[src/rtl/run_ctrl.sv]
// Run controller: gates the CPU clock-enable for a commanded number of cycles and
// reports why and after how many executed cycles each run stopped.
module run_ctrl #(
    parameter int unsigned CNT_W = 32,
    parameter int unsigned PC_W  = 32
) (
    input  logic             clk,
    input  logic             rst,
    input  logic             cmd_valid,
    output logic             cmd_ready,
    input  logic [1:0]       cmd_op,
    input  logic [CNT_W-1:0] cmd_count,
    input  logic             bp_en,
    input  logic [PC_W-1:0]  bp_addr,
    input  logic [PC_W-1:0]  pc,
    output logic             cpu_en,
    output logic             busy,
    output logic             done,
    output logic [1:0]       stop_reason,
    output logic [CNT_W-1:0] cycles_run
);

    // Opcodes: 00 NOP, 01 RUN, 10 STEP, 11 HALT.
    localparam logic [1:0] OpRun  = 2'b01;
    localparam logic [1:0] OpStep = 2'b10;
    localparam logic [1:0] OpHalt = 2'b11;

    localparam logic [1:0] ReasonNone  = 2'd0;
    localparam logic [1:0] ReasonCount = 2'd1;
    localparam logic [1:0] ReasonBp    = 2'd2;
    localparam logic [1:0] ReasonHalt  = 2'd3;

    typedef enum logic [1:0] {StIdle, StRun, StDone} state_e;

    state_e           state_q;
    logic [CNT_W-1:0] remain_q;
    logic             free_q;
    logic [1:0]       reason_q;
    logic [CNT_W-1:0] cycles_q;

    logic             cmd_fire;
    logic             halt_req;
    logic             bp_hit;
    logic             last_step;
    logic [CNT_W-1:0] cycles_inc;

    always_comb begin
        cmd_ready = (state_q != StDone) && !rst;
        cmd_fire  = cmd_valid && cmd_ready;
        halt_req  = cmd_valid && (cmd_op == OpHalt);
        // cycles_run != 0 lets a run resume from the breakpointed PC
        bp_hit    = bp_en && (pc == bp_addr) && (cycles_q != '0);
        cpu_en    = (state_q == StRun) && !bp_hit && !halt_req && !rst;
        last_step = cpu_en && !free_q && (remain_q == CNT_W'(1));
        cycles_inc = (&cycles_q) ? cycles_q : cycles_q + CNT_W'(1);
    end

    always_ff @(posedge clk) begin
        if (rst) begin
            state_q  <= StIdle;
            remain_q <= '0;
            free_q   <= 1'b0;
            reason_q <= ReasonNone;
            cycles_q <= '0;
        end else begin
            unique case (state_q)
                StIdle: begin
                    if (cmd_fire && (cmd_op == OpRun || cmd_op == OpStep)) begin
                        state_q  <= StRun;
                        remain_q <= (cmd_op == OpStep) ? CNT_W'(1) : cmd_count;
                        free_q   <= (cmd_op == OpRun) && (cmd_count == '0);
                        cycles_q <= '0;
                        reason_q <= ReasonNone;
                    end
                end
                StRun: begin
                    if (cpu_en) begin
                        cycles_q <= cycles_inc;
                        if (!free_q) begin
                            remain_q <= remain_q - CNT_W'(1);
                        end
                    end
                    // Halt outranks breakpoint, which outranks budget exhaustion
                    if (halt_req) begin
                        state_q  <= StDone;
                        reason_q <= ReasonHalt;
                    end else if (bp_hit) begin
                        state_q  <= StDone;
                        reason_q <= ReasonBp;
                    end else if (last_step) begin
                        state_q  <= StDone;
                        reason_q <= ReasonCount;
                    end
                end
                StDone: begin
                    state_q <= StIdle;
                end
                default: begin
                    state_q <= StIdle;
                end
            endcase
        end
    end

    assign busy        = (state_q == StRun);
    assign done        = (state_q == StDone);
    assign stop_reason = reason_q;
    assign cycles_run  = cycles_q;

endmodule

[config.mk]
export PLATFORM = sky130hd
export DESIGN_NAME = run_ctrl
export DESIGN_NICKNAME = d
export VERILOG_FILES = /design/src/rtl/run_ctrl.sv
export SDC_FILE = /design/constraint.sdc
export NUM_CORES = 1
export LEC_CHECK = 0
export CAP_MARGIN = 20
export CORE_AREA = 10 10 135 137
export CTS_CLUSTER_DIAMETER = 30
export CTS_CLUSTER_SIZE = 12
export DETAILED_ROUTE_END_ITERATION = 8
export DIE_AREA = 0 0 145 147
export GPL_ROUTABILITY_DRIVEN = 0
export PLACE_DENSITY = 0.55
export SETUP_SLACK_MARGIN = 0.02
export SLEW_MARGIN = 25
export SYNTH_ARGS = -nofsm -noshare
export SYNTH_HDL_FRONTEND = slang
export SYNTH_SLANG_ARGS = --single-unit
[constraint.sdc]
create_clock -name clk -period 6.05 [get_ports clk]
set_input_delay 0.9075 -clock clk [delete_from_list [all_inputs] [get_ports clk]]
set_output_delay 0.9075 -clock clk [all_outputs]
set_load 0.02 [all_outputs]
==> impl_results.rst <==
.. list-table::
   :header-rows: 1

   * - Metric
     - Value
   * - Number of nets with antenna violations after detailed routing
     - 0
   * - Die Footprint
     - 21300 µm²
   * - DP Cell Count
     - 937
   * - Syn-to-layout area delta
     - 40.0%
   * - Period Utilization, post-route
     - 74.2%
   * - Initial DRC Count
     - 412
   * - Diodes inserted
     - 0
   * - Nets
     - 841
   * - Ys flop type
     - dfxtp_1
   * - Total CTS buffers
     - 9
   * - Max-Slew Margin vs Limit
     - 33.1%
   * - Clk Latency, worst-skew pair
     - 330 ps
   * - WS Path Type
     - input pin to output pin
   * - Number of global-route vias before repair
     - 4921
   * - Hold/Removal Path Class
     - flip-flop to flip-flop
   * - Flops & latches, synth
     - 69
   * - Maximum vdd drop
     - 0.143 mV
   * - Total routed wirelength
     - 16600 µm
   * - Post-route minimum period
     - 4490 ps
   * - Biggest fanout along the worst timing path
     - 6
   * - Peak Freq
     - 223 MHz
   * - Global-route wire length before repair
     - 26600 µm
   * - Nets in the synthesized netlist
     - 720
   * - Via count of the routed design
     - 5028
   * - Synthesized area
     - 4590 µm²
   * - Hold buffer count at cts
     - 0
   * - Router iterations before antenna repair
     - 5
   * - Count of buffers added by post-CTS timing repair for setup
     - 0
   * - Ratio of routed vias to standard cells
     - 5.29
   * - DRC errors left
     - 0
   * - Required time of the critical path
     - 5140 ps
   * - Number of setup violations in the final report
     - 0
   * - Synth Area in Compound Gates
     - 19.8%
   * - Area contributors post-synth
     - dfxtp_1, xor2_1, nor2_1, a21oi_1, o21ai_0
   * - Layout cell share with drive strength beyond 1
     - 5.31%
   * - Post-DP HPWL
     - 12500 µm
   * - Pins Over Slew Limit
     - 0
   * - Area share of xor/xnor cells in the synthesized design
     - 9.16%
   * - Part of the Yosys area used for sequential elements
     - 30.1%
   * - Largest family of logic cells by synthesized area
     - simple AND/OR/NAND/NOR gates
   * - Biggest area consumer among synthesized cells
     - dfxtp_1
   * - Clock H-tree levels
     - 3
   * - Root buf cell
     - clkbuf_16
   * - Leading post-synthesis cells by instance count
     - dfxtp_1, nor2_1, nand2_1
   * - PostCTS Resize Cnt
     - 0
   * - CTS clock-pin slew for the worst setup and hold paths
     - 50 ps
   * - Antenna violations before repair
     - 0
   * - Adder-cell share of the synthesized area
     - 1.91%
   * - Mapped Cells
     - 611
   * - Effective utilization at floorplan
     - 29.4%
   * - Port Buffers
     - 139
   * - Final cell count without fillers
     - 951
   * - Number of max-capacitance violations reported
     - 0
   * - Clock skew after layout
     - 8.36 ps
   * - Number of flops mapped to enable cells by yosys
     - 0
   * - Arrival time of the worst setup path
     - 3580 ps
   * - Aggregate global-route resource usage
     - 14.9%
   * - Number of distinct library cells after synthesis
     - 59
   * - Unrepaired setup endpoints after global routing
     - no
   * - Number of filler instances in the final layout
     - 1609
   * - Fraction of registers with async set/reset
     - 0%
   * - Share of synthesized area spent on multiplexers
     - 0.872%
   * - Reported leakage power
     - 0.00230 µW
   * - Core Rows
     - 46
   * - Number of warnings reported in the yosys synthesis log
     - 0
   * - Fin Setup TNS
     - 0 ps
   * - Height of the die
     - 147 µm
   * - Pin count of the biggest net entering global routing
     - 45
   * - TritonCTS clock tree
     - yes
   * - Outcome
     - complete, no violations
   * - Width of the die
     - 145 µm
   * - Boundary Pins
     - 140
   * - Placeable core region
     - 15600 µm²
   * - Proportion of netlist area held by the largest area contributor
     - 30.1%
   * - Mean cell area of the mapped netlist
     - 7.51 µm²
   * - Worst-Margin Slew
     - 1000 ps
   * - Critical Path Start Type
     - input pin
   * - Total power per unit cell area
     - 241 nW/µm²
   * - Routed WL per cell
     - 17.4 µm
   * - Share of synthesized cell area in and, or, nand and nor gates
     - 33.7%
   * - Worst setup EP type
     - output pin
   * - Number of hold violations in the final report
     - 0
   * - Remaining global-route overflow
     - 0
   * - Maximum root-to-sink buffer count
     - 2
   * - Clk sink count
     - 69
-- cells in the final DEF, fill, tap and decap left out, types with 3 or more instances in the layout --
cell type,n
a211oi_1,3
a21oi_1,48
a221oi_1,5
a22o_1,3
a22oi_1,4
a31o_2,3
a31oi_1,5
a32o_1,6
and2_1,4
and3_1,21
and4_1,3
buf_4,5
clkbuf_16,9
clkdlybuf4s50_1,138
dfxtp_1,69
ha_1,7
inv_1,15
mux2i_1,4
nand2_1,54
nand3_1,23
nand4_1,14
nor2_1,68
nor2b_1,7
nor3_1,26
nor3b_1,4
nor4_1,26
nor4_2,3
nor4b_1,4
o211ai_1,6
o21ai_0,42
or3_1,11
or4_1,9
xnor2_1,16
xor2_1,32
-- state kept, by name, indices dropped and copies added (netlist names) --
signal and cells:
cycles_run 32, free_q 1, stop_reason 2, state_q 2
remain_q 32
-- metrics by stage --
step / instance area, µm² / power (µW) / setup WS, ps / util [%] / hold WS [ps]
floorplan: 4590 / 875 / 2850 / - / 450
global placement: 6140 / 1050 / 1640 / 39.4 / 462
detailed placement: 6150 / 1060 / 1590 / 39.5 / 470
CTS: 6420 / 1550 / 1590 / 41.2 / 484
global route: 6420 / 1640 / 1470 / 41.2 / 513
finish: 6420 / 1550 / 1560 / 41.2 / 479
-- cell type report --
cell class / count / area [µm²] / area share (%)
Timing Repair Buffer: 144 / 1420 / 22.2
Inverter: 16 / 60.1 / 0.935
Multi-Input combinational cell: 492 / 3020 / 47.0
Clock inverter: 2 / 10.0 / 0.156
Tap cell: 216 / 270 / 4.21
Clock buffer: 12 / 256 / 3.99
Sequential cell: 69 / 1380 / 21.5
-- per-layer routing --
metal  up-vias  track usage (%)  share of wire [%]
li1       2488                -                  -
met3        13             3.26                4.6
met2       142             25.3                 50
met1      2385             18.8                 44
met4         0             3.58                1.2
met5         -                0                  0
-- critical path, cell delays in order --
cell,delay (ps)
clkdlybuf4s50_1,420
xor2_1,180
nor4_1,350
o211ai_1,190
or4_1,710
nand2_1,180
nor3_1,60
clkdlybuf4s50_1,580
-- power by group --
group          leakage, µW  switching, µW  internal, µW
Clock             0.000134            194           294
Combinational      0.00160            318           217
Sequential        0.000560           35.1           491
-- worst paths after layout --
path                 startpoint            to  slack (ps)  depth (start not counted)
setup / recovery    bp_addr[14]        cpu_en        1560                          8
hold / removal     remain_q[28]  remain_q[28]         480                          2
setup reg to reg  cycles_run[0]  remain_q[17]        2870                          9
hold reg to reg    remain_q[28]  remain_q[28]         480                          2
-- logic make-up (layout without fill, tap and decap cells) --
kind of cell | Yosys count | after routing
buffers and inverters | 50 | 174
DFF | 69 | 69
muxes | 4 | 4
xor gates and xnor gates | 48 | 48
adders and majority gates | 7 | 7
AOI/OAI and AO/OA | 143 | 143
and+or+nand+nor | 290 | 290
No activity file was read; power rests on OpenSTA's default activity.
